==> src/rtl/alu_cmd_sequencer.sv <==
// Command-side driver for a 4-bit combinational ALU: FIFO-buffered commands,
// registered operand/control drive, settle-timed capture and result handshake.
module alu_cmd_sequencer #(
  parameter int DEPTH  = 4,
  parameter int SETTLE = 1
) (
  input  logic       clk,
  input  logic       rst,
  input  logic       cmd_valid,
  output logic       cmd_ready,
  input  logic [2:0] cmd_op,
  input  logic [3:0] cmd_a,
  input  logic [3:0] cmd_b,
  input  logic       cmd_chain,
  output logic [3:0] alu_a,
  output logic [3:0] alu_b,
  output logic       alu_l,
  output logic       alu_m,
  output logic       alu_n,
  input  logic [3:0] alu_s,
  output logic       res_valid,
  input  logic       res_ready,
  output logic [3:0] res_data,
  output logic [2:0] res_op,
  output logic       busy,
  output logic       err_op
);

  localparam int PTR_W = $clog2(DEPTH);
  localparam int CW    = PTR_W + 1;
  localparam int CNT_W = (SETTLE > 1) ? $clog2(SETTLE) : 1;

  localparam logic [1:0] S_IDLE  = 2'd0;
  localparam logic [1:0] S_DRIVE = 2'd1;
  localparam logic [1:0] S_HOLD  = 2'd2;
  localparam logic [2:0] OP_RSVD = 3'b111;

  logic [11:0]      mem_q [DEPTH];
  logic [PTR_W-1:0] wr_ptr_q, wr_ptr_d, rd_ptr_q, rd_ptr_d;
  logic [CW-1:0]    count_q, count_d;
  logic             not_full_q, not_full_d;
  logic [1:0]       state_q, state_d;
  logic [CNT_W-1:0] cnt_q, cnt_d;
  logic [3:0]       acc_q, acc_d;
  logic [3:0]       alu_a_q, alu_a_d, alu_b_q, alu_b_d;
  logic [2:0]       alu_op_q, alu_op_d;
  logic             res_valid_q, res_valid_d;
  logic [3:0]       res_data_q, res_data_d;
  logic [2:0]       res_op_q, res_op_d;
  logic             err_op_q, err_op_d;

  logic        push, pop;
  logic [11:0] head;
  logic [2:0]  head_op;
  logic [3:0]  head_a, head_b;
  logic        head_chain;

  // Gated with rst so the port reads 0 while reset is held, 1 right after release.
  assign cmd_ready = not_full_q & ~rst;
  assign push      = cmd_valid & cmd_ready;
  assign pop       = (state_q == S_IDLE) && (count_q != '0);

  assign head       = mem_q[rd_ptr_q];
  assign head_op    = head[11:9];
  assign head_a     = head[8:5];
  assign head_b     = head[4:1];
  assign head_chain = head[0];

  always_ff @(posedge clk) begin
    if (push) mem_q[wr_ptr_q] <= {cmd_op, cmd_a, cmd_b, cmd_chain};
  end

  always_comb begin
    wr_ptr_d    = wr_ptr_q;
    rd_ptr_d    = rd_ptr_q;
    state_d     = state_q;
    cnt_d       = cnt_q;
    acc_d       = acc_q;
    alu_a_d     = alu_a_q;
    alu_b_d     = alu_b_q;
    alu_op_d    = alu_op_q;
    res_valid_d = res_valid_q;
    res_data_d  = res_data_q;
    res_op_d    = res_op_q;
    err_op_d    = 1'b0;

    if (push) wr_ptr_d = wr_ptr_q + PTR_W'(1);
    count_d    = count_q + CW'(push) - CW'(pop);
    not_full_d = (count_d != CW'(DEPTH));

    case (state_q)
      S_IDLE: begin
        if (pop) begin
          rd_ptr_d = rd_ptr_q + PTR_W'(1);
          if (head_op == OP_RSVD) begin
            err_op_d = 1'b1;
          end else begin
            alu_a_d  = head_chain ? acc_q : head_a;
            alu_b_d  = head_b;
            alu_op_d = head_op;
            cnt_d    = '0;
            state_d  = S_DRIVE;
          end
        end
      end
      S_DRIVE: begin
        cnt_d = cnt_q + CNT_W'(1);
        if (cnt_q == CNT_W'(SETTLE - 1)) begin
          res_data_d  = alu_s;
          acc_d       = alu_s;
          res_op_d    = alu_op_q;
          res_valid_d = 1'b1;
          state_d     = S_HOLD;
        end
      end
      S_HOLD: begin
        if (res_ready) begin
          res_valid_d = 1'b0;
          state_d     = S_IDLE;
        end
      end
      default: state_d = S_IDLE;
    endcase
  end

  always_ff @(posedge clk or posedge rst) begin
    if (rst) begin
      wr_ptr_q    <= '0;
      rd_ptr_q    <= '0;
      count_q     <= '0;
      not_full_q  <= 1'b1;
      state_q     <= S_IDLE;
      cnt_q       <= '0;
      acc_q       <= '0;
      alu_a_q     <= '0;
      alu_b_q     <= '0;
      alu_op_q    <= '0;
      res_valid_q <= 1'b0;
      res_data_q  <= '0;
      res_op_q    <= '0;
      err_op_q    <= 1'b0;
    end else begin
      wr_ptr_q    <= wr_ptr_d;
      rd_ptr_q    <= rd_ptr_d;
      count_q     <= count_d;
      not_full_q  <= not_full_d;
      state_q     <= state_d;
      cnt_q       <= cnt_d;
      acc_q       <= acc_d;
      alu_a_q     <= alu_a_d;
      alu_b_q     <= alu_b_d;
      alu_op_q    <= alu_op_d;
      res_valid_q <= res_valid_d;
      res_data_q  <= res_data_d;
      res_op_q    <= res_op_d;
      err_op_q    <= err_op_d;
    end
  end

  assign alu_a     = alu_a_q;
  assign alu_b     = alu_b_q;
  assign alu_l     = alu_op_q[2];
  assign alu_m     = alu_op_q[1];
  assign alu_n     = alu_op_q[0];
  assign res_valid = res_valid_q;
  assign res_data  = res_data_q;
  assign res_op    = res_op_q;
  assign err_op    = err_op_q;
  assign busy      = (count_q != '0) || (state_q != S_IDLE);

endmodule
==> config.mk <==
export PLATFORM = sky130hd
export DESIGN_NAME = alu_cmd_sequencer
export DESIGN_NICKNAME = d
export VERILOG_FILES = /design/src/rtl/alu_cmd_sequencer.sv
export SDC_FILE = /design/constraint.sdc
export NUM_CORES = 1
export LEC_CHECK = 0
export BUFFER_PORTS_ARGS = -buffer_cell sky130_fd_sc_hd__buf_2
export CORE_MARGIN = 2
export CORE_UTILIZATION = 45
export DETAILED_ROUTE_END_ITERATION = 6
export GPL_TIMING_DRIVEN = 0
export PLACE_DENSITY = 0.67
export RECOVER_POWER = 100
export SKIP_LAST_GASP = 1
export SYNTH_ARGS = -nofsm -noshare
export SYNTH_HDL_FRONTEND = slang
export SYNTH_SLANG_ARGS = --single-unit
export TNS_END_PERCENT = 5
==> constraint.sdc <==
create_clock -name clk -period 2.2 [get_ports clk]
set_input_delay 0.11 -clock clk [delete_from_list [all_inputs] [get_ports clk]]
set_output_delay 0.11 -clock clk [all_outputs]
set_load 0.01 [all_outputs]
==> Word-level counts from Yosys, hierarchy flattened <==
Memory sizes are Yosys's and may differ from the RTL's.
Cells that the tools add are included.
{ "op_classes": {"add_sub_neg": 5, "n_eq_ne": 8, "mux": 17, "bitwise": 5, "n_reduce_logical": 13} }
{ "op_table": {"columns": ["operator", "n"], "rows": [
  ["$mux 1", 9],
  ["$reduce_and 3->1", 3],
  ["$mux 2", 4],
  ["$ne 2x2->1 const B", 4],
  ["$pmux 2 s3", 1],
  ["$reduce_bool 2->1", 3],
  ["$add 2x1->2 const B", 2],
  ["$mux 4", 1],
  ["$pmux 1 s2", 2],
  ["$reduce_and 2->1", 2],
  ["$reduce_and 4->1", 1],
  ["$add 3x1->3", 1],
  ["$eq 3x3->1 const B", 1],
  ["$ne 3x3->1 const B", 1],
  ["$not 1->1", 3],
  ["$reduce_bool 3->1", 1],
  ["$sub 3x1->3", 1],
  ["$and 1x1->1", 2],
  ["$eq 2x1->1 const B", 1],
  ["$eq 2x2->1 const B", 1],
  ["$logic_not 2->1", 1],
  ["$add 1x1->1 const B", 1],
  ["$logic_and 1x1->1", 1],
  ["$logic_or 1x1->1", 1]
]} }
{ "totals": {"reg_bits": 31, "mem_bits_rw": 48, "output_inout_bits": 22, "word_cells": 62, "n_memories": 1} }
{ "memory_table": {"columns": ["name", "depth", "word_bits", "rd", "rd_clocked_by_memory_dff", "write_ports", "line_no", "rtl"], "rows": [
  ["mem_q", 4, 12, 1, 0, 1, "38", "logic [11:0] mem_q [DEPTH];"]
]} }

==> Logic depth before layout (Yosys ltp) <==
Gate-level depths: netlist of the first run.
{ "depth": {"depth_word": 6, "depth_mapped": 12, "depth_no_buf": 11} }

==> Least setup slack after synthesis of the first run <==
OpenSTA, ideal clock, no wires.
{ "synth_path": {"kind": "reg2reg", "from": "reg not_full_q", "to": "reg not_full_q", "arrival_time_ns": 2.360, "setup_slack_ns": -0.245, "stages_incl_launch_ff": 12, "n_path_buf": 0, "synth_period_minus_slack_ns": 2.445, "path_cell_list": "dfstp_2 nor2b_1 and2_1 inv_1 ha_1 inv_1 ha_1 inv_1 fa_1 xnor2_1 xnor2_1 nand3b_1"} }
{ "synth_via": {"elab_chain_len": 5} }
{ "synth_lines": {"columns": ["element", "line_no", "rtl"], "rows": [
  ["start: declaration", "41", "logic not_full_q, not_full_d;"],
  ["start signal: assignment", "146", "not_full_q <= not_full_d;"],
  ["$and 1x1->1", "59", "assign cmd_ready = not_full_q & ~rst;"],
  ["via cmd_ready", "10", "output logic cmd_ready,"],
  ["$and 1x1->1", "60", "assign push = cmd_valid & cmd_ready;"],
  ["$add 3x1->3", "88", "count_d = count_q + CW'(push) - CW'(pop);"],
  ["$sub 3x1->3", "88", null],
  ["via count_d[2]", "40", "logic [CW-1:0] count_q, count_d;"],
  ["$ne 3x3->1", "89", "not_full_d = (count_d != CW'(DEPTH));"],
  ["via not_full_d", "41", null]
]} }
The timed path passes the listed nets, and every way through them passes these cells.
A chain may end at the register's enable or synchronous reset.

==> Worst setup path in the final report of the first run <==
{ "layout_path": {"from": "reg count_q[2]", "to": "reg not_full_q"} }
{ "layout_via": {"elab_chain_len": 4, "elab_cells_between_ends": 5} }
{ "layout_lines": {"columns": ["element", "line_no", "rtl"], "rows": [
  ["start: declaration", "40", null],
  ["start signal: assignment", "145", "count_q <= count_d;"],
  ["branches (longest 2 deep; another with $add 3x1->3)", null, null],
  ["$sub 3x1->3 *", "88", null],
  ["via count_d[2]", "40", null],
  ["$ne 3x3->1 *", "89", null],
  ["via not_full_d", "41", null]
]} }
Mark *: on every way through the listed nets, which the timed path passes.

==> results of run 1 <==
sequential cells by signal, summed over array words and instances, names as in the netlist:
name	flops
res_data	4
alu_b	4
rd_ptr_q	2
res_op	3
err_op	1
mem_q	48
state_q	2
cnt_q	1
alu_a	4
res_valid	1
not_full_q	1
alu_op_q	3
wr_ptr_q	2
count_q	3
per-stage QoR:
stage / total power (W) / TNS, ns
after detailed placement: 0.00414 / -0.179
after global routing: 0.00582 / -0.138
after global placement: 0.00409 / -0.154
after floorplan: 0.00360 / 0
after CTS: 0.00547 / -0.0322
final: 0.00544 / 0
cell usage in the layout (no fill, tap or decap), types with 3 or more instances in the layout:
cell type,netlist,final
edfxtp_1,48,48
clkbuf_1,0,33
dfrtp_1,30,29
nand2_1,27,27
dlygate4sd3_1,0,18
mux4_2,12,12
buf_2,3,11
o21ai_0,11,11
clkbuf_8,0,9
buf_4,0,8
inv_1,9,5
mux2i_1,4,4
nor2_1,5,4
mux2_4,4,4
and3_1,4,4
ha_1,6,4
xnor2_1,5,3
o22a_1,3,3
inv_2,0,3
cell usage after synthesis (3+ instances only):
cell type and instances:
and3_1 4, buf_2 3, dfrtp_1 30, edfxtp_1 48
ha_1 6, inv_1 9, mux2_4 4, mux2i_1 4
mux4_2 12, nand2_1 27, nand2b_1 3, nor2_1 5
o21ai_0 11, o22a_1 3, xnor2_1 5
logic make-up (layout without fill, tap and decap cells):
logic type               after synthesis  in the layout  share of synthesized area (%)
buffers and inverters                 14             97                           2.28
multiplexers                          20             20                           11.8
AND/OR/NAND/NOR                       47             47                           7.67
XOR/XNOR                               5              5                           1.40
flip-flops                            79             79                           70.9
adder cells (fa/ha/maj)                7              7                           3.04
AO/OA/AOI/OAI                         16             16                           2.92
per-layer routing:
layer	part of all wire (%)	vias up
met5	0	-
met4	2.3	0
met3	3.0	13
met2	49	40
met1	46	909
li1	-	836
worst min-delay path: cells and delay by family:
| kind | cells | cell delay, ns |
|---|---|---|
| buffers and inverters | 3 | 0.91 |
layout make-up:
type	instances	area, µm²	share of cell area [%]
clock buffer	9	124	3.16
multi-input combinational	95	915	23.3
inverter	9	41.3	1.05
sequential	79	2220	56.6
tap	80	100	2.55
clock inverter	7	80.1	2.04
buffer	4	32.5	0.830
timing repair buffer	68	409	10.4
power by group through the flow:
stage / clock [W] / sequential, W / combinational [W]
after floorplan: 0 / 0.00226 / 0.00134
after global placement: 0 / 0.00221 / 0.00188
after detailed placement: 0 / 0.00223 / 0.00191
after CTS: 0.00112 / 0.00220 / 0.00215
after global routing: 0.00120 / 0.00226 / 0.00236
final: 0.00111 / 0.00222 / 0.00212
final timing paths:
path                            start          end  slack, ns  cells past startpoint
setup / recovery           count_q[2]   not_full_q      0.002                     11
hold / removal                    rst   count_q[2]       0.26                      3
setup reg to reg           count_q[2]   not_full_q      0.002                     11
hold reg to reg             res_op[0]    res_op[0]       0.48                      2
max in group asynchronous         rst   count_q[1]       0.36                      4
min in group clk            cmd_valid  wr_ptr_q[0]       0.31                      5
repair_timing:
item | 4_1_cts | 5_1_grt
gates resized for setup | 12 | 3
pin swaps | 6 | 6
setup buffers | 6 | 2
hold endpoints to repair | 53 | 5
hold buffers | 17 | 1
endpoints found under the setup margin | 2 | 2
==> key figures, run 1 <==
Status
  – Status: finished clean

Worst setup path
  – CP arrival: 2.48 ns
  – Crit path cell chain: nor3_4, nand2b_4, inv_8, ha_4, inv_2, ha_4, inv_2, fa_2, xnor2_2, xnor2_2, nand3b_1
  – Buf/Inv on CP: 3
  – Crit Path Category: reg2reg
  – Startpoint types: flop
  – Crit path required time: 2.48 ns
  – Cell at the slowest stage of the critical path: dfrtp_1
  – Crit path capture type: flop
  – Largest stage delay on the critical path: 0.43 ns
  – Crit Path Max Fanout: 2
  – CP delay by family, top: adder cells

Global routing
  – GR Util met2: 24.9%
  – Overflow after GRT: 0
  – GR met1 Demand/Resource: 21.0%
  – GR peak layer: met2
  – GRT met3 Usage: 3.32%
  – First-pass GRT wire length: 8830 µm
  – Total GRT Usage: 16.0%
  – Vias in the first global route: 1758
  – Initial antenna violation count: 0
  – Largest net degree at the start of global routing: 32

Placed design
  – Dpl cell area: 0.00346 mm²
  – Gpl congestion: 0.698
  – Dpl cells: 309
  – Port bufs: 41
  – Place WS: -0.134 ns
  – Detailed Place HPWL: 3550 µm

Yosys
  – Mapped cell area: 0.00313 mm²
  – Distinct cells, synth: 26
  – Area contributors post-synth: edfxtp_1, dfrtp_1, mux4_2
  – Synthesized area per cell: 16.7 µm²
  – Cell count after synthesis: 188
  – Warnings, synthesis: 0
  – Synth top area share: 46.0%
  – EDFF count, synth: 48
  – Syn Nets: 215
  – Yosys reg bits: 79
  – Post-synth top area cell: edfxtp_1
  – Seq/Total Area, Yosys: 70.9%
  – Primary FF master, synth: edfxtp_1
  – Async SR Flop Fraction: 39.2%

STA
  – Setup WS post-layout: 0.00234 ns
  – Slew @ Worst Pin: 1.31 ns
  – # setup viols final: 0
  – Worst slew margin: 12.7%
  – Min Tclk post-route: 2.20 ns
  – Clock Skews: 0.0157 ns
  – Final hold violation count: 0
  – RSZ-0062 raised after global routing: yes
  – Fmax: 455 MHz
  – Hold_ws: 0.260 ns
  – Tcrit/Tclk final: 99.9%
  – Slew Limit Fails: 0

Power and ir drop
  – Seq pwr share: 40.8%
  – Clock power share: 20.3%
  – Power per Cell Area: 1390 mW/mm²
  – Logic pwr share: 38.9%
  – VDD IR max: 436 µV
  – NetSw: 0.00188 W
  – Leak: 1.54 nW
  – Sw frac: 34.6%
  – Cell-internal power: 0.00356 W

Floorplanning
  – Core area: 0.00676 mm²
  – Rows: 30
  – Initial Util: 46.3%
  – Die width: 87.4 µm
  – DIE AREA: 0.00764 mm²
  – Vert. Die Dim: 87.4 µm
  – I/O pin cnt: 42

Layout
  – Fill cells: 538
  – Final Util: 58.0%
  – Non-filler instance count after layout: 351
  – Diodes inserted: 0
  – Design area: 0.00392 mm²
  – Final Net Count: 293
  – Layout area overhead: 25.3%
  – Share of layout cells above drive strength 1: 26.6%

Drt
  – DR vias/cell: 5.12
  – TritonRoute pass-1 iters: 4
  – Final WL: 5710 µm
  – ANT nets after route: 0
  – WL per Instance: 16.3 µm
  – Via count: 1798
  – Starting DRT DRC Count: 104
  – Residual DRC count: 0

Clocking
  – CTS Buf Count: 9
  – CTS tree: built
  – CTS root buf: clkbuf_8
  – Deepest clock path buffer count: 2
  – Later-pin clock latency in the skew report: 0.36 ns
  – Clock-pin slew on the worst setup and hold paths: 0.10 ns
  – Clk sinks: 79
  – H-tree depth: 3

Run
  – Maxcap violations: 0

Min path
  – Hold Crit Class: in2async
Note: power is estimated with default switching activity, not from simulation.
==> run 2, diff against run 1 <==
--- a/config.mk
+++ b/config.mk
@@ -11,7 +11,7 @@
 export DETAILED_ROUTE_END_ITERATION = 6
 export GPL_TIMING_DRIVEN = 0
 export PLACE_DENSITY = 0.67
-export RECOVER_POWER = 100
+export RECOVER_POWER = 25
 export SKIP_LAST_GASP = 1
 export SYNTH_ARGS = -nofsm -noshare
 export SYNTH_HDL_FRONTEND = slang
==> run 2 against run 1 <==
Via count is 0.67% lower. The flow now finishes with violations (negative setup slack). Worst setup slack worse by 0.0032 ns. Highest routed layer unchanged. Count of clock-buffer cells in the layout stayed put. Critical path depth stayed put.
==> key figures, run 2 (synthesized netlist as in run 1, its figures left out) <==
Global routing
  – First-pass GRT wire length: 8830 µm (unchanged)
  – GRT met3 Usage: 3.32% (unchanged)
  – GR Util met2: 24.9% (unchanged)
  – Largest net degree at the start of global routing: 32 (unchanged)
  – Total GRT Usage: 16.0% (unchanged)
  – Vias in the first global route: 1758 (unchanged)
  – GR peak layer: met2 (unchanged)
  – Initial antenna violation count: 0 (unchanged)
  – GR met1 Demand/Resource: 21.0% (unchanged)
  – Overflow after GRT: 0 (unchanged)

Layout
  – Fill cells: 520 (was 538)
  – Reg with most FFs: mem_q (unchanged)
  – Design area: 0.00397 mm² (was 0.00392 mm²)
  – Register Area: 0.00222 mm² (unchanged)
  – Final Net Count: 293 (unchanged)
  – Area of the multi-input gates: 915 µm² (unchanged)
  – Commonest cells after routing, fill and taps aside: edfxtp_1, buf_2, dfrtp_1 (was edfxtp_1, clkbuf_1, dfrtp_1)
  – Max reg flops: 48 (unchanged)
  – Share of layout cells above drive strength 1: 34.7% (was 26.6%)
  – Final Util: 58.8% (was 58.0%)
  – Diodes inserted: 0 (unchanged)
  – Layout area overhead: 26.9% (was 25.3%)
  – Commonest non-fill, non-tap cell in the layout: edfxtp_1 (unchanged)

Floorplanning
  – Vert. Die Dim: 87.4 µm (unchanged)
  – DIE AREA: 0.00764 mm² (unchanged)
  – Rows: 30 (unchanged)
  – Initial Util: 46.3% (unchanged)
  – Core area: 0.00676 mm² (unchanged)
  – I/O pin cnt: 42 (unchanged)
  – Die width: 87.4 µm (unchanged)

Run
  – Maxcap violations: 0 (unchanged)

Drt
  – Final WL: 5690 µm (was 5710 µm)
  – Residual DRC count: 0 (unchanged)
  – ANT nets after route: 0 (unchanged)
  – DR vias/cell: 5.09 (was 5.12)
  – Via count: 1786 (was 1798)
  – Starting DRT DRC Count: 89 (was 104)
  – WL per Instance: 16.2 µm (was 16.3 µm)
  – TritonRoute pass-1 iters: 4 (unchanged)

Worst setup path
  – Crit path required time: 2.48 ns (about the same)
  – Crit. path cell count: 11 (unchanged)
  – R2r startpoint: count_q[2] (unchanged)
  – Worst R2R End: not_full_q (unchanged)
  – Crit Path Max Fanout: 2 (unchanged)
  – Crit path capture type: flop (unchanged)
  – Crit path cell chain: nor3_4, nand2b_4, inv_8, ha_4, inv_2, ha_4, inv_2, fa_2, xnor2_2, xnor2_2, nand3b_1 (unchanged)
  – Cell at the slowest stage of the critical path: dfrtp_1 (unchanged)
  – CP delay by family, top: adder cells (unchanged)
  – CP arrival: 2.48 ns (about the same)
  – Worst Setup SP: count_q[2] (unchanged)
  – Crit Path Category: reg2reg (unchanged)
  – Slack of the worst reg-to-reg path: -0.0009 ns (was 0.002 ns)
  – Startpoint types: flop (unchanged)
  – FF-to-FF path depth: 11 (unchanged)
  – Largest stage delay on the critical path: 0.43 ns (about the same)
  – Buf/Inv on CP: 3 (unchanged)
  – Worst Setup EP: not_full_q (unchanged)

Clocking
  – Deepest clock path buffer count: 2 (unchanged)
  – CTS tree: built (unchanged)
  – CTS Buf Count: 9 (unchanged)
  – Later-pin clock latency in the skew report: 0.36 ns (about the same)
  – Clock-pin slew on the worst setup and hold paths: 0.10 ns (about the same)
  – CTS root buf: clkbuf_8 (unchanged)
  – H-tree depth: 3 (unchanged)
  – Clk sinks: 79 (unchanged)

Placed design
  – Dpl cell area: 0.00346 mm² (unchanged)
  – Port bufs: 41 (unchanged)
  – Gpl congestion: 0.698 (unchanged)
  – Detailed Place HPWL: 3550 µm (unchanged)

STA
  – RSZ-0062 raised after global routing: yes (unchanged)
  – Final hold violation count: 0 (unchanged)
  – Tcrit/Tclk final: 100% (was 99.9%)
  – Min Tclk post-route: 2.20 ns (about the same)
  – Setup WS post-layout: -0.000857 ns (was 0.00234 ns)
  – # setup viols final: 1 (was 0)
  – Worst slew margin: 57.5% (was 12.7%)
  – Clock Skews: 0.0161 ns (was 0.0157 ns)
  – Slew @ Worst Pin: 0.638 ns (was 1.31 ns)
  – Slew Limit Fails: 0 (unchanged)
  – Setup TNS: -0.000857 ns (was 0 ns)
  – Fmax: 454 MHz (was 455 MHz)

Power and ir drop
  – Leak: 1.61 nW (was 1.54 nW)
  – VDD IR max: 438 µV (was 436 µV)
  – Power per Cell Area: 1380 mW/mm² (was 1390 mW/mm²)

Status
  – Status: finished with violations (was finished clean)
  – Violated checks: negative setup slack

Min path
  – Hold Crit Class: in2async (unchanged)
[run 2: changes by cell type in the layout (fill, tap and decap cells not counted)]
cell / before / now
buf_16: 0 / 1
buf_2: 11 / 32
clkbuf_1: 33 / 11
[run 2: stage by stage]
stage | hold WS (ns) | setup WS [ns] | total power [W] | cells
global placement | 0.303 | -0.126 | 0.00409 | 309
floorplan | 0.209 | 0.0188 | 0.00360 | 188
CTS | 0.121 | -0.0322 | 0.00547 | 348
global route | 0.318 | -0.130 | 0.00586 | 351
detailed placement | 0.305 | -0.134 | 0.00414 | 309
finish | 0.302 | -0.000857 | 0.00549 | 351
[run 2: area by class of cell]
| type | instances | share of cell area (%) |
|---|---|---|
| flip-flops and latches | 79 | 55.9 |
| inverters | 9 | 1.04 |
| multi-input cells | 95 | 23.0 |
| well taps | 80 | 2.52 |
| clock buffers | 9 | 3.12 |
| clock inverters | 7 | 2.02 |
| plain buffers | 4 | 0.819 |
| repair buffers | 68 | 11.6 |
[run 2: power by group]
part	switching [W]	internal, W
combinational	0.00107	0.00110
clock	0.000566	0.000540
sequential	0.000240	0.00197
total	0.00187	0.00361
[run 2: repair_timing]
action                                  in CTS  in global routing
hold endpoints to repair                    53                  5
hold buffers                                17                  1
endpoints found under the setup margin       2                  2
pin swaps                                    6                  6
buffers inserted                             6                  2
gates resized for setup                     12                  3
[run 2: how the worst min path moves through the flow]
stage	startpoint	end	slack (ns)	depth (start not counted)
2_1_floorplan	rst	alu_a[0]	0.21	1
3_3_place_gp	alu_s[1]	res_data[1]	0.30	3
3_5_place_dp	alu_s[0]	res_data[0]	0.30	3
4_1_cts	rst	count_q[2]	0.12	2
5_1_grt	rst	count_q[2]	0.32	3
6_report	rst	count_q[2]	0.30	3
[run 2: worst min-delay path: stages]
cell	delay, ns
dlygate4sd3_1	0.53
buf_2	0.14
inv_1	0.30
[run 2: per-layer routing]
| metal | routed length (µm) | vias up |
|---|---|---|
| li1 | - | 838 |
| met1 | 2580 | 898 |
| met2 | 2820 | 39 |
| met3 | 163 | 11 |
| met4 | 121 | 0 |
| met5 | 0 | - |
==> run 3, diff against run 2 <==
--- a/config.mk
+++ b/config.mk
@@ -6,11 +6,12 @@
 export NUM_CORES = 1
 export LEC_CHECK = 0
 export BUFFER_PORTS_ARGS = -buffer_cell sky130_fd_sc_hd__buf_2
+export CAP_MARGIN = 20
 export CORE_MARGIN = 2
 export CORE_UTILIZATION = 45
 export DETAILED_ROUTE_END_ITERATION = 6
 export GPL_TIMING_DRIVEN = 0
-export PLACE_DENSITY = 0.67
+export PLACE_DENSITY_LB_ADDON = 0.15
 export RECOVER_POWER = 25
 export SKIP_LAST_GASP = 1
 export SYNTH_ARGS = -nofsm -noshare
==> constraint.sdc (replaced) <==
create_clock -name clk -period 1.82 [get_ports clk]
set_input_delay 0.091 -clock clk [delete_from_list [all_inputs] [get_ports clk]]
set_output_delay 0.091 -clock clk [all_outputs]
set_load 0.01 [all_outputs]
==> run 3 against run 2 <==
The run still ends with negative setup slack left. Die area did not move. Critical endpoint unchanged. Clock skew fell by 0.0058 ns. Non-clock buffer count fell by 1. Critical path type unchanged. Highest routed layer unchanged. Largest cell class unchanged.
==> key figures, run 3 (synthesized netlist as in run 1, its figures left out) <==
Worst setup path
  – Crit path required time: 2.08 ns (was 2.48 ns)
  – Startpoint types: flop (unchanged)
  – Crit path capture type: flop (unchanged)
  – Crit Path Max Fanout: 2 (unchanged)
  – CP arrival: 2.41 ns (was 2.48 ns)
  – Crit Path Category: reg2reg (unchanged)

Layout
  – Share of layout cells above drive strength 1: 33.7% (was 34.7%)
  – Fill cells: 551 (was 520)
  – Area of the multi-input gates: 912 µm² (was 915 µm²)
  – Commonest non-fill, non-tap cell in the layout: edfxtp_1 (unchanged)
  – Commonest cells after routing, fill and taps aside: edfxtp_1, buf_2, dfrtp_1 (unchanged)
  – Register Area: 0.00222 mm² (about the same)
  – Design area: 0.00395 mm² (was 0.00397 mm²)
  – Final Util: 58.4% (was 58.8%)
  – Diodes inserted: 0 (unchanged)
  – Max reg flops: 48 (unchanged)
  – Layout area overhead: 26.1% (was 26.9%)
  – Final Net Count: 292 (was 293)
  – Reg with most FFs: mem_q (unchanged)
  – Non-filler instance count after layout: 350 (was 351)

Global routing
  – Total GRT Usage: 16.9% (was 16.0%)
  – Initial antenna violation count: 0 (unchanged)
  – Overflow after GRT: 0 (unchanged)
  – Largest net degree at the start of global routing: 21 (was 32)
  – First-pass GRT wire length: 9140 µm (was 8830 µm)
  – Vias in the first global route: 1800 (was 1758)

STA
  – Min Tclk post-route: 2.15 ns (was 2.20 ns)
  – # setup viols final: 7 (was 1)
  – Final hold violation count: 0 (unchanged)
  – Setup WS post-layout: -0.332 ns (was -0.000857 ns)
  – Fmax: 465 MHz (was 454 MHz)
  – Clock Skews: 0.0103 ns (was 0.0161 ns)
  – RSZ-0062 raised after global routing: yes (unchanged)
  – Hold_ws: 0.208 ns (was 0.302 ns)
  – Slew Limit Fails: 0 (unchanged)
  – Slew @ Worst Pin: 0.680 ns (was 0.638 ns)
  – Worst slew margin: 54.6% (was 57.5%)
  – Tcrit/Tclk final: 118% (was 100%)

Clocking
  – Later-pin clock latency in the skew report: 0.34 ns (was 0.36 ns)
  – CTS tree: built (unchanged)
  – Clk sinks: 79 (unchanged)
  – Deepest clock path buffer count: 2 (unchanged)
  – CTS Buf Count: 9 (unchanged)
  – CTS root buf: clkbuf_8 (unchanged)
  – H-tree depth: 3 (unchanged)
  – Clock-pin slew on the worst setup and hold paths: 0.07 ns (was 0.10 ns)

Floorplanning
  – Die width: 87.4 µm (unchanged)
  – Core area: 0.00676 mm² (unchanged)
  – Initial Util: 46.3% (unchanged)
  – DIE AREA: 0.00764 mm² (unchanged)
  – I/O pin cnt: 42 (unchanged)
  – Vert. Die Dim: 87.4 µm (unchanged)
  – Rows: 30 (unchanged)

Power and ir drop
  – Cell-internal power: 0.00436 W (was 0.00361 W)
  – Clock power share: 18.7% (was 20.1%)
  – Seq pwr share: 40.8% (was 40.3%)
  – Logic pwr share: 40.5% (was 39.6%)
  – Power per Cell Area: 1650 mW/mm² (was 1380 mW/mm²)
  – Leak: 1.60 nW (was 1.61 nW)
  – NetSw: 0.00217 W (was 0.00187 W)
  – VDD IR max: 682 µV (was 438 µV)
  – Sw frac: 33.2% (was 34.2%)

Drt
  – Residual DRC count: 0 (unchanged)
  – Metal3 WL: 190 µm (was 163 µm)
  – Final WL: 5790 µm (was 5690 µm)
  – Via count: 1749 (was 1786)
  – ANT nets after route: 0 (unchanged)
  – WL per Instance: 16.5 µm (was 16.2 µm)
  – Top routing layer in use: met4 (unchanged)
  – TritonRoute pass-1 iters: 7 (was 4)
  – M1 wire length: 2570 µm (was 2580 µm)
  – DR vias/cell: 5.00 (was 5.09)
  – WL met2: 2910 µm (was 2820 µm)
  – Starting DRT DRC Count: 102 (was 89)

Status
  – Violated checks: negative setup slack (unchanged)
  – Status: finished with violations (unchanged)

Placed design
  – Dpl cell area: 0.00352 mm² (was 0.00346 mm²)
  – Dpl cells: 310 (was 309)
  – Port bufs: 41 (unchanged)
  – Place WS: -0.507 ns (was -0.134 ns)
  – Gpl congestion: 0.691 (was 0.698)
  – Detailed Place HPWL: 3770 µm (was 3550 µm)

Run
  – Maxcap violations: 0 (unchanged)

Min path
  – Hold Crit Class: in2reg (was in2async)
-- run 3: critical path, stage by stage (launching register included) --
cell	delay (ns)
dfrtp_2	0.43
nor3_4	0.20
nand2b_4	0.19
inv_8	0.04
ha_4	0.23
inv_4	0.05
ha_4	0.11
inv_2	0.03
fa_2	0.36
xnor2_2	0.16
xnor2_2	0.19
nand3b_1	0.09
-- run 3: repair_timing --
action | in CTS | in global routing
pin swaps | 7 | 8
hold endpoints to repair | 63 | 0
setup endpoints to repair | 8 | 26
buffers inserted | 5 | 2
gates resized for setup | 4 | 3
hold buffers | 18 | 0
-- run 3: final timing paths --
| check | startpoint | slack [ns] | endpoint | depth (start not counted) |
|---|---|---|---|---|
| worst min register to register | res_op[0] | 0.47 | res_op[0] | 2 |
| worst max register to register | count_q[2] | -0.33 | not_full_q | 11 |
| max in group asynchronous | rst | 0.95 | res_data[3] | 4 |
| worst max-delay path | count_q[2] | -0.33 | not_full_q | 11 |
| worst min-delay path | cmd_valid | 0.21 | wr_ptr_q[0] | 4 |
| min in group asynchronous | rst | 0.37 | state_q[1] | 3 |
-- run 3: final cells by class --
cell class / instances / area share (%)
clock inverters: 4 / 1.24
multi-input cells: 95 / 23.1
plain buffers: 4 / 0.824
flip-flops and latches: 79 / 56.3
clock buffers: 12 / 3.42
repair buffers: 67 / 11.5
well taps: 80 / 2.54
inverters: 9 / 1.11
-- run 3: power by group through the flow --
stage | clock, W | combinational [W] | sequential [W]
floorplan | 0 | 0.00172 | 0.00274
global placement | 0 | 0.00241 | 0.00270
detailed placement | 0 | 0.00245 | 0.00271
CTS | 0.00126 | 0.00264 | 0.00267
global route | 0.00135 | 0.00295 | 0.00271
finish | 0.00122 | 0.00264 | 0.00266
-- run 3: metrics by stage --
step | power [W] | TNS [ns]
after global placement | 0.00511 | -1.77
after global routing | 0.00701 | -2.30
after detailed placement | 0.00516 | -1.85
final | 0.00653 | -1.37
after CTS | 0.00658 | -1.61
after floorplan | 0.00446 | -0.763
-- run 3: per-layer routing --
layer	track usage (%)	vias up
met5	0	-
met4	7.97	0
met3	4.17	11
met2	27.1	39
met1	21.6	861
li1	-	838
